### src/rtl/regfile_wb_arbiter_pkg.sv
// spu_wb_pkg: shared types and helpers for the register-file write-back arbiter.
//   wb_req_t  - one buffered write-back request (rt / data / issue-order tag)
//   src_t     - request source (even or odd execution pipe)
//   seq_older - wrap-aware issue-order comparison on a configurable tag width
package spu_wb_pkg;

    localparam int unsigned RF_ADDR_W = 7;
    localparam int unsigned RF_DATA_W = 128;
    // Storage width of the sequence tag inside wb_req_t. The arbiter's SEQ_W
    // parameter selects how many low bits take part in the age comparison
    // and must not exceed this value.
    localparam int unsigned SEQ_MAX_W = 16;

    typedef struct packed {
        logic [RF_ADDR_W-1:0] rt;
        logic [RF_DATA_W-1:0] data;
        logic [SEQ_MAX_W-1:0] seq;
    } wb_req_t;

    typedef enum logic {
        SRC_EVEN = 1'b0,
        SRC_ODD  = 1'b1
    } src_t;

    // True when tag a was issued before tag b, i.e. (a - b) taken as a
    // signed seq_w-bit quantity is negative. The shift moves bit seq_w-1 of
    // the difference to the MSB, discarding everything above the tag width.
    function automatic logic seq_older(input logic [SEQ_MAX_W-1:0] a,
                                       input logic [SEQ_MAX_W-1:0] b,
                                       input int unsigned          seq_w);
        logic [SEQ_MAX_W-1:0] diff;
        diff = (a - b) << (SEQ_MAX_W - seq_w);
        return diff[SEQ_MAX_W-1];
    endfunction

endpackage

### src/rtl/regfile_wb_arbiter_if.sv
// regfile_wb_arbiter_if: write-back request bus from the two execution pipes
// plus the shared register-file write port toward decode.
//   ev_* / od_*   - per-pipe request (valid, rt, data, seq) and ready
//   registerRT    - register-file write address
//   writeData     - register-file write data
//   regWriteEnable- register-file write strobe
// Modports: master = pipes / register file side, slave = arbiter.
interface regfile_wb_arbiter_if #(
    parameter int unsigned SEQ_W = 6
);
    logic                             ev_valid;
    logic [spu_wb_pkg::RF_ADDR_W-1:0] ev_rt;
    logic [spu_wb_pkg::RF_DATA_W-1:0] ev_data;
    logic [SEQ_W-1:0]                 ev_seq;
    logic                             ev_ready;

    logic                             od_valid;
    logic [spu_wb_pkg::RF_ADDR_W-1:0] od_rt;
    logic [spu_wb_pkg::RF_DATA_W-1:0] od_data;
    logic [SEQ_W-1:0]                 od_seq;
    logic                             od_ready;

    logic [spu_wb_pkg::RF_ADDR_W-1:0] registerRT;
    logic [spu_wb_pkg::RF_DATA_W-1:0] writeData;
    logic                             regWriteEnable;

    modport master (
        output ev_valid, ev_rt, ev_data, ev_seq,
        output od_valid, od_rt, od_data, od_seq,
        input  ev_ready, od_ready,
        input  registerRT, writeData, regWriteEnable
    );

    modport slave (
        input  ev_valid, ev_rt, ev_data, ev_seq,
        input  od_valid, od_rt, od_data, od_seq,
        output ev_ready, od_ready,
        output registerRT, writeData, regWriteEnable
    );
endinterface

### src/rtl/regfile_wb_arbiter_fifo.sv
// wb_fifo: DEPTH-entry synchronous FIFO of wb_req_t with asynchronous reset.
//   clk, reset          - clock, async active-high reset (clears pointers)
//   push, push_data     - write request; ignored while full, even on a pop
//   pop                 - remove head; ignored while empty
//   head                - current oldest entry (valid when !empty)
//   full, empty         - occupancy flags
//   entries, ent_valid  - full storage view, only with WB_PENDING_CHECK_EN
module wb_fifo
    import spu_wb_pkg::*;
#(
    parameter int unsigned DEPTH = 2
) (
    input  logic    clk,
    input  logic    reset,
    input  logic    push,
    input  wb_req_t push_data,
    input  logic    pop,
    output wb_req_t head,
    output logic    full,
    output logic    empty
`ifdef WB_PENDING_CHECK_EN
    ,
    output wb_req_t           entries [DEPTH],
    output logic [DEPTH-1:0]  ent_valid
`endif
);
    localparam int unsigned AW = (DEPTH > 1) ? $clog2(DEPTH) : 1;

    wb_req_t       mem [DEPTH];
    logic [AW-1:0] wr_ptr;
    logic [AW-1:0] rd_ptr;
    logic [AW:0]   count;
    logic          do_push;
    logic          do_pop;

    assign full    = (count == (AW+1)'(DEPTH));
    assign empty   = (count == '0);
    assign do_push = push && !full;
    assign do_pop  = pop && !empty;
    assign head    = mem[rd_ptr];

    always_ff @(posedge clk or posedge reset) begin
        if (reset) begin
            wr_ptr <= '0;
            rd_ptr <= '0;
            count  <= '0;
        end else begin
            if (do_push) wr_ptr <= wr_ptr + AW'(1);
            if (do_pop)  rd_ptr <= rd_ptr + AW'(1);
            unique case ({do_push, do_pop})
                2'b10:   count <= count + (AW+1)'(1);
                2'b01:   count <= count - (AW+1)'(1);
                default: ;
            endcase
        end
    end

    // Payload storage needs no reset; occupancy is tracked by count.
    always_ff @(posedge clk) begin
        if (do_push) mem[wr_ptr] <= push_data;
    end

`ifdef WB_PENDING_CHECK_EN
    assign entries = mem;

    // Slot i is live when its distance from the read pointer is below count.
    always_comb begin
        ent_valid = '0;
        for (int unsigned i = 0; i < DEPTH; i++) begin
            ent_valid[i] = ({1'b0, AW'(i) - rd_ptr} < count);
        end
    end
`endif

endmodule

### src/rtl/regfile_wb_arbiter.sv
// regfile_wb_arbiter: shares the decode-stage register-file write port between
// the even and odd execution pipes. Each pipe feeds a private wb_fifo; one
// head is drained per cycle onto registered write-port outputs. Arbitration
// is round-robin between differing destinations; when both heads target the
// same register the older issue-order tag wins and the round-robin pointer
// is left alone.
//   clk, reset     - clock, asynchronous active-high reset
//   bus            - regfile_wb_arbiter_if.slave (pipe requests, write port)
//   conflict_cnt   - saturating count of same-RT head conflicts
//   idle           - both FIFOs empty and no write in flight
// Optional (macro WB_PENDING_CHECK_EN):
//   chk_ra/rb/rc   - decode source registers to probe
//   pend_ra/rb/rc  - a buffered or in-flight write targets that register
module regfile_wb_arbiter
    import spu_wb_pkg::*;
#(
    parameter int unsigned DEPTH = 2,
    parameter int unsigned SEQ_W = 6,   // must be <= SEQ_MAX_W
    parameter int unsigned CNT_W = 16
) (
    input  logic                 clk,
    input  logic                 reset,
    regfile_wb_arbiter_if.slave  bus,
    output logic [CNT_W-1:0]     conflict_cnt,
    output logic                 idle
`ifdef WB_PENDING_CHECK_EN
    ,
    input  logic [RF_ADDR_W-1:0] chk_ra,
    input  logic [RF_ADDR_W-1:0] chk_rb,
    input  logic [RF_ADDR_W-1:0] chk_rc,
    output logic                 pend_ra,
    output logic                 pend_rb,
    output logic                 pend_rc
`endif
);
    wb_req_t ev_req, od_req;
    wb_req_t ev_head, od_head;
    logic    ev_full, ev_empty, od_full, od_empty;
    logic    ev_pop, od_pop;

    src_t    rr_ptr, rr_next;
    logic    grant_v;
    src_t    grant_src;
    logic    conflict;
    wb_req_t win;

    logic [RF_ADDR_W-1:0] wr_rt;
    logic [RF_DATA_W-1:0] wr_data;
    logic                 wr_en;

`ifdef WB_PENDING_CHECK_EN
    wb_req_t          ev_ent [DEPTH];
    wb_req_t          od_ent [DEPTH];
    logic [DEPTH-1:0] ev_vld;
    logic [DEPTH-1:0] od_vld;
`endif

    assign ev_req = '{rt: bus.ev_rt, data: bus.ev_data, seq: SEQ_MAX_W'(bus.ev_seq)};
    assign od_req = '{rt: bus.od_rt, data: bus.od_data, seq: SEQ_MAX_W'(bus.od_seq)};

    wb_fifo #(.DEPTH(DEPTH)) u_ev_fifo (
        .clk       (clk),
        .reset     (reset),
        .push      (bus.ev_valid),
        .push_data (ev_req),
        .pop       (ev_pop),
        .head      (ev_head),
        .full      (ev_full),
        .empty     (ev_empty)
`ifdef WB_PENDING_CHECK_EN
        ,
        .entries   (ev_ent),
        .ent_valid (ev_vld)
`endif
    );

    wb_fifo #(.DEPTH(DEPTH)) u_od_fifo (
        .clk       (clk),
        .reset     (reset),
        .push      (bus.od_valid),
        .push_data (od_req),
        .pop       (od_pop),
        .head      (od_head),
        .full      (od_full),
        .empty     (od_empty)
`ifdef WB_PENDING_CHECK_EN
        ,
        .entries   (od_ent),
        .ent_valid (od_vld)
`endif
    );

    // Round-robin pointer register.
    always_ff @(posedge clk or posedge reset) begin
        if (reset) rr_ptr <= SRC_EVEN;
        else       rr_ptr <= rr_next;
    end

    // Grant selection and next pointer.
    always_comb begin
        grant_v   = 1'b0;
        grant_src = SRC_EVEN;
        rr_next   = rr_ptr;
        conflict  = 1'b0;
        if (!ev_empty && !od_empty) begin
            grant_v = 1'b1;
            if (ev_head.rt == od_head.rt) begin
                // Age wins on a shared destination; equal tags favour EVEN.
                conflict  = 1'b1;
                grant_src = seq_older(od_head.seq, ev_head.seq, SEQ_W) ? SRC_ODD : SRC_EVEN;
            end else begin
                grant_src = rr_ptr;
                rr_next   = (rr_ptr == SRC_EVEN) ? SRC_ODD : SRC_EVEN;
            end
        end else if (!ev_empty) begin
            grant_v   = 1'b1;
            grant_src = SRC_EVEN;
        end else if (!od_empty) begin
            grant_v   = 1'b1;
            grant_src = SRC_ODD;
        end
    end

    // Pop strobes and winning head.
    always_comb begin
        ev_pop = grant_v && (grant_src == SRC_EVEN);
        od_pop = grant_v && (grant_src == SRC_ODD);
        win    = (grant_src == SRC_ODD) ? od_head : ev_head;
    end

    // Registered write port; address and data hold when nothing is granted.
    always_ff @(posedge clk or posedge reset) begin
        if (reset) begin
            wr_en        <= 1'b0;
            wr_rt        <= '0;
            wr_data      <= '0;
            conflict_cnt <= '0;
        end else begin
            wr_en <= grant_v;
            if (grant_v) begin
                wr_rt   <= win.rt;
                wr_data <= win.data;
            end
            if (conflict && (conflict_cnt != '1)) begin
                conflict_cnt <= conflict_cnt + CNT_W'(1);
            end
        end
    end

    assign bus.registerRT     = wr_rt;
    assign bus.writeData      = wr_data;
    assign bus.regWriteEnable = wr_en;
    assign bus.ev_ready       = !ev_full;
    assign bus.od_ready       = !od_full;
    assign idle               = ev_empty && od_empty && !wr_en;

`ifdef WB_PENDING_CHECK_EN
    logic [RF_ADDR_W-1:0] chk [3];
    logic [2:0]           pend;

    assign chk = '{chk_ra, chk_rb, chk_rc};

    always_comb begin
        pend = '0;
        for (int unsigned c = 0; c < 3; c++) begin
            if (wr_en && (wr_rt == chk[c])) pend[c] = 1'b1;
            for (int unsigned i = 0; i < DEPTH; i++) begin
                if (ev_vld[i] && (ev_ent[i].rt == chk[c])) pend[c] = 1'b1;
                if (od_vld[i] && (od_ent[i].rt == chk[c])) pend[c] = 1'b1;
            end
        end
    end

    assign pend_ra = pend[0];
    assign pend_rb = pend[1];
    assign pend_rc = pend[2];
`endif

endmodule

### src/flat_wrapper.sv
// flat-port wrapper written by rule: the top's interface ports become plain ports
module regfile_wb_arbiter_flat import spu_wb_pkg::*;
#(
    parameter int unsigned DEPTH = 2,
    parameter int unsigned SEQ_W = 6,                          
    parameter int unsigned CNT_W = 16
)
  (clk, reset, conflict_cnt, idle, bus_ev_valid, bus_ev_rt, bus_ev_data, bus_ev_seq, bus_od_valid, bus_od_rt, bus_od_data, bus_od_seq, bus_ev_ready, bus_od_ready, bus_registerRT, bus_writeData, bus_regWriteEnable);
  regfile_wb_arbiter_if #(.SEQ_W(SEQ_W)) bus_i ();
  input  logic clk;
  input  logic reset;
  output logic [CNT_W-1:0] conflict_cnt;
  output logic idle;
  input wire logic [$bits(bus_i.ev_valid)-1:0] bus_ev_valid;
  input wire logic [$bits(bus_i.ev_rt)-1:0] bus_ev_rt;
  input wire logic [$bits(bus_i.ev_data)-1:0] bus_ev_data;
  input wire logic [$bits(bus_i.ev_seq)-1:0] bus_ev_seq;
  input wire logic [$bits(bus_i.od_valid)-1:0] bus_od_valid;
  input wire logic [$bits(bus_i.od_rt)-1:0] bus_od_rt;
  input wire logic [$bits(bus_i.od_data)-1:0] bus_od_data;
  input wire logic [$bits(bus_i.od_seq)-1:0] bus_od_seq;
  output wire logic [$bits(bus_i.ev_ready)-1:0] bus_ev_ready;
  output wire logic [$bits(bus_i.od_ready)-1:0] bus_od_ready;
  output wire logic [$bits(bus_i.registerRT)-1:0] bus_registerRT;
  output wire logic [$bits(bus_i.writeData)-1:0] bus_writeData;
  output wire logic [$bits(bus_i.regWriteEnable)-1:0] bus_regWriteEnable;
  assign bus_i.ev_valid = bus_ev_valid;
  assign bus_i.ev_rt = bus_ev_rt;
  assign bus_i.ev_data = bus_ev_data;
  assign bus_i.ev_seq = bus_ev_seq;
  assign bus_i.od_valid = bus_od_valid;
  assign bus_i.od_rt = bus_od_rt;
  assign bus_i.od_data = bus_od_data;
  assign bus_i.od_seq = bus_od_seq;
  assign bus_ev_ready = bus_i.ev_ready;
  assign bus_od_ready = bus_i.od_ready;
  assign bus_registerRT = bus_i.registerRT;
  assign bus_writeData = bus_i.writeData;
  assign bus_regWriteEnable = bus_i.regWriteEnable;
  regfile_wb_arbiter #(.DEPTH(DEPTH), .SEQ_W(SEQ_W), .CNT_W(CNT_W)) u_core (.clk(clk), .reset(reset), .bus(bus_i), .conflict_cnt(conflict_cnt), .idle(idle));
endmodule
### config.mk
export PLATFORM = sky130hd
export DESIGN_NAME = regfile_wb_arbiter_flat
export DESIGN_NICKNAME = d
export VERILOG_FILES = /design/src/rtl/regfile_wb_arbiter_pkg.sv /design/src/rtl/regfile_wb_arbiter_if.sv /design/src/rtl/regfile_wb_arbiter_fifo.sv /design/src/rtl/regfile_wb_arbiter.sv /design/src/flat_wrapper.sv
export SDC_FILE = /design/constraint.sdc
export NUM_CORES = 1
export LEC_CHECK = 0
export ABC_AREA = 0
export BUFFER_PORTS_ARGS = -buffer_cell sky130_fd_sc_hd__buf_2
export CAP_MARGIN = 20
export CORE_MARGIN = 2
export CORE_UTILIZATION = 45
export CTS_CLUSTER_DIAMETER = 50
export DETAILED_ROUTE_END_ITERATION = 12
export PLACE_DENSITY = 0.66
export SKIP_CTS_REPAIR_TIMING = 1
export SLEW_MARGIN = 20
export SYNTH_ARGS = -nofsm -noshare
export SYNTH_HDL_FRONTEND = slang
export SYNTH_SLANG_ARGS = --single-unit
### constraint.sdc
create_clock -name clk -period 14.8 [get_ports clk]
set_input_delay 4.44 -clock clk [delete_from_list [all_inputs] [get_ports clk]]
set_output_delay 4.44 -clock clk [all_outputs]
set_load 0.05 [all_outputs]
==> flow_metrics.env <==
export IMPL_status="complete, no violations"
export IMPL_hold_path_class="reg2reg"
export IMPL_ir_worst_vdd_mv=0.1892
export IMPL_finalInstanceArea_um2=33020
export IMPL_hold_viol_final=0
export IMPL_layout_nets=2298
export IMPL_maxSlewHeadroom=0.2794
export IMPL_preCtsSetupSlack_ns=8.115
export IMPL_fin_hold_ws_ns=0.4843
export IMPL_layout_setup_ws_ns=8.320
export IMPL_grt_busiest_layer="met2"
export IMPL_switching_share=0.3803
export IMPL_hold_depth=2
export IMPL_rows=89
export IMPL_drv_cap=0
export IMPL_slowest_delay_ns=0.88
export IMPL_regToRegSetupSlack_ns=8.32
export IMPL_r2r_end="u_core.bus.writeData[31]"
export IMPL_syn_area_um2=27070
export IMPL_finalSetupViolations=0
export IMPL_drt_iter0_markers=933
export IMPL_slew_viol_final=0
export IMPL_place_area_um2=30070
export IMPL_die_y_um=249.3
export IMPL_whs_endpoint="u_core.bus.writeData[93]"
export IMPL_grtUsageTotal=0.2105
export IMPL_htree_num_levels=3
export IMPL_grt_pass1_wl_um=98280
export IMPL_p_seq_frac=0.388
export IMPL_crit_fanout=73
export IMPL_area_delta_synth_final_pct=21.98
export IMPL_fmax_ghz=0.1543
export IMPL_ys_ff_latch=725
export IMPL_io_buffer_count=440
export IMPL_min_period_over_period=0.4379
export IMPL_synth_top_flop_cell="edfxtp_1"
export IMPL_syn_area_per_cell_um2=17.53
export IMPL_cp_end_kind="flop"
export IMPL_grt_max_degree=142
export IMPL_worstSkewPairLatency_ns=0.61
export IMPL_layout_commonest_cell="edfxtp_1"
export IMPL_async_flop_share=0.2221
export IMPL_cts_root_buf="clkbuf_16"
export IMPL_clkPwrFrac=0.260
export IMPL_path_cells="buf_4, buf_4, mux2_2, ha_1, a211oi_1, nor2_1, o31a_1, o2111ai_1, nand3_4, inv_4, buf_4, a21oi_1, a22o_1"
export IMPL_start_util=0.4570
export IMPL_critPathSlowestCell="dfrtp_4"
export IMPL_worst_pin_slew_ns=1.081
export IMPL_crit_top_cell="buf_4"
export IMPL_switching_power_w=0.003084
export IMPL_gr_usage_met1=0.2662
export IMPL_layout_common_cells="564 x edfxtp_1, 440 x buf_2, 220 x mux2i_1, 159 x dfrtp_1, 92 x nand2_1"
export IMPL_die_area_um2=62140
export IMPL_cts_sinks=725
export IMPL_layout_area_seq_um2=20970
export IMPL_routed_wl_um=66160
export IMPL_die_x_um=249.3
export IMPL_crit_path_start_kind="flop"
export IMPL_tritoncts="done"
export IMPL_crit_family="buffers and inverters"
export IMPL_yosysWarnings=0
export IMPL_clk_pin_slew_worst_paths_ns=0.06
export IMPL_antenna_found_initial=36
export IMPL_drt_pass1_iterations=5
export IMPL_grtUsageMet2=0.3455
export IMPL_gr_total_overflow=0
export IMPL_drcViolationCount=0
export IMPL_clock_skew_ns=0.02663
export IMPL_setup_tns_ns=0
export IMPL_min_delay_start="u_core.bus.writeData[93]"
export IMPL_grt_pass1_vias=16139
export IMPL_gp_congestion=0.7669
export IMPL_routed_via_density=5.401
export IMPL_wl_per_cell_um=23.04
export IMPL_leakage_nw=13.20
export IMPL_power_w=0.008110
export IMPL_drive_gt1_frac=0.3237
export IMPL_synth_edf_count=564
export IMPL_rsz0062_at_grt="false"
export IMPL_coreArea_um2=59240
export IMPL_p_per_area_nw_per_um2=245.6
export IMPL_clk_path_buf_depth=3
export IMPL_post_route_min_period_ns=6.480
export IMPL_syn_inst=1544
export IMPL_combPwrFrac=0.352
export IMPL_vias=15505
export IMPL_cts_made_buffers=85
export IMPL_grtUsageMet3=0.05110
export IMPL_fillers=4716
export IMPL_syn_nets=1837
export IMPL_multi_input_area_um2=5739
export IMPL_rr_worst_depth=13
export IMPL_crit_type="reg2reg"
export IMPL_required_ns=15.28
export IMPL_worst_path_buf_inv=4
export IMPL_ant_nets=0
export IMPL_synth_cell_type_count=41
export IMPL_num_io_pins=441
export IMPL_dp_hpwl_um=40430
export IMPL_p_int_w=0.005026
export IMPL_cp_data_arrival_time_ns=6.96
export IMPL_seq_area_frac_synth=0.7744
export IMPL_r2r_start="u_core.u_od_fifo.rd_ptr"
## worst max-delay path by stage
stage                             from                          end  slack [ns]  cells after the start
2_1_floorplan             bus_od_valid   u_core.u_od_fifo.mem[0][0]        3.74                      2
3_3_place_gp              bus_ev_valid  u_core.u_ev_fifo.mem[1][61]        7.82                      3
3_5_place_dp              bus_ev_valid  u_core.u_ev_fifo.mem[1][57]        8.12                      3
4_1_cts        u_core.u_od_fifo.rd_ptr     u_core.bus.writeData[31]        8.23                     13
5_1_grt        u_core.u_od_fifo.rd_ptr     u_core.bus.writeData[59]        7.95                     13
6_report       u_core.u_od_fifo.rd_ptr     u_core.bus.writeData[31]        8.32                     13
## Yosys cell counts, types with 11 or more instances
master    number  area share
a21oi_1       72       0.013
a22o_1        71       0.023
a22oi_1       57       0.016
buf_2         13      0.0024
buf_4         11      0.0031
clkbuf_1      53      0.0073
dfrtp_1      161        0.15
edfxtp_1     564        0.63
mux2_2        62       0.026
mux2i_1      220       0.081
nand2_1       93       0.013
nor2_1        14      0.0019
o21ai_1       58       0.011
xnor2_1       17      0.0055
xor2_1        16      0.0052
## layout make-up
type                       count  area share
antenna                       22    0.001667
clock buffer                 114     0.07237
clock inverter                44     0.01542
inverter                       5   0.0008714
multi-input combinational    729      0.1738
sequential                   725      0.6351
tap                          773     0.02929
timing repair buffer         459     0.07150
## worst register-to-register path, cell delays in order, from the launching register on
cell and delay, ns:
dfrtp_4 0.88, buf_4 0.84, buf_4 0.92, mux2_2 0.44, ha_1 0.29, a211oi_1 0.23, nor2_1 0.10, o31a_1 0.27
o2111ai_1 0.28, nand3_4 0.14, inv_4 0.55, buf_4 0.86, a21oi_1 0.32, a22o_1 0.25
## stage by stage
stage	util	instances
2_1_floorplan	-	1544
3_3_place_gp	0.5075	2691
3_5_place_dp	0.5076	2691
4_1_cts	0.5565	2849
5_1_grt	0.5573	2868
6_report	0.5574	2871
## power groups by stage
| stage | clock network, W | registers (W) | logic (W) |
|---|---|---|---|
| CTS | 0.00216 | 0.00314 | 0.00290 |
| finish | 0.00211 | 0.00314 | 0.00285 |
| detailed placement | 0 | 0.00318 | 0.00290 |
| global route | 0.00224 | 0.00319 | 0.00307 |
| global placement | 0 | 0.00316 | 0.00284 |
| floorplan | 0 | 0.00380 | 0.00150 |
## metal layers
layer | routed length [um] | part of all wire
met4 | 1967 | 0.030
met1 | 26860 | 0.41
met2 | 32730 | 0.49
met5 | 125 | 0.0019
met3 | 4478 | 0.068
## logic make-up (layout without fill, tap and decap cells)
logic type                 count (synthesis)  after routing  synth area share
adders and majority gates                  7              7          0.003235
DFF                                      725            725            0.7744
xor gates and xnor gates                  33             33           0.01068
buffers and inverters                     90            622           0.01516
and+or+nand+nor                          136            136           0.02251
muxes                                    283            283            0.1075
other                                      0             22                 0
AOI/OAI and AO/OA                        270            270           0.06650
## state kept, by name, summed over array words and instances (netlist names)
name                       cells
u_core.bus.regWriteEnable      1
u_core.bus.registerRT          7
u_core.bus.writeData         128
u_core.conflict_cnt           16
u_core.rr_ptr                  1
u_core.u_ev_fifo.count         2
u_core.u_ev_fifo.mem         282
u_core.u_ev_fifo.rd_ptr        1
u_core.u_ev_fifo.wr_ptr        1
u_core.u_od_fifo.count         2
u_core.u_od_fifo.mem         282
u_core.u_od_fifo.rd_ptr        1
u_core.u_od_fifo.wr_ptr        1
Note: power is estimated with default switching activity, not from simulation.
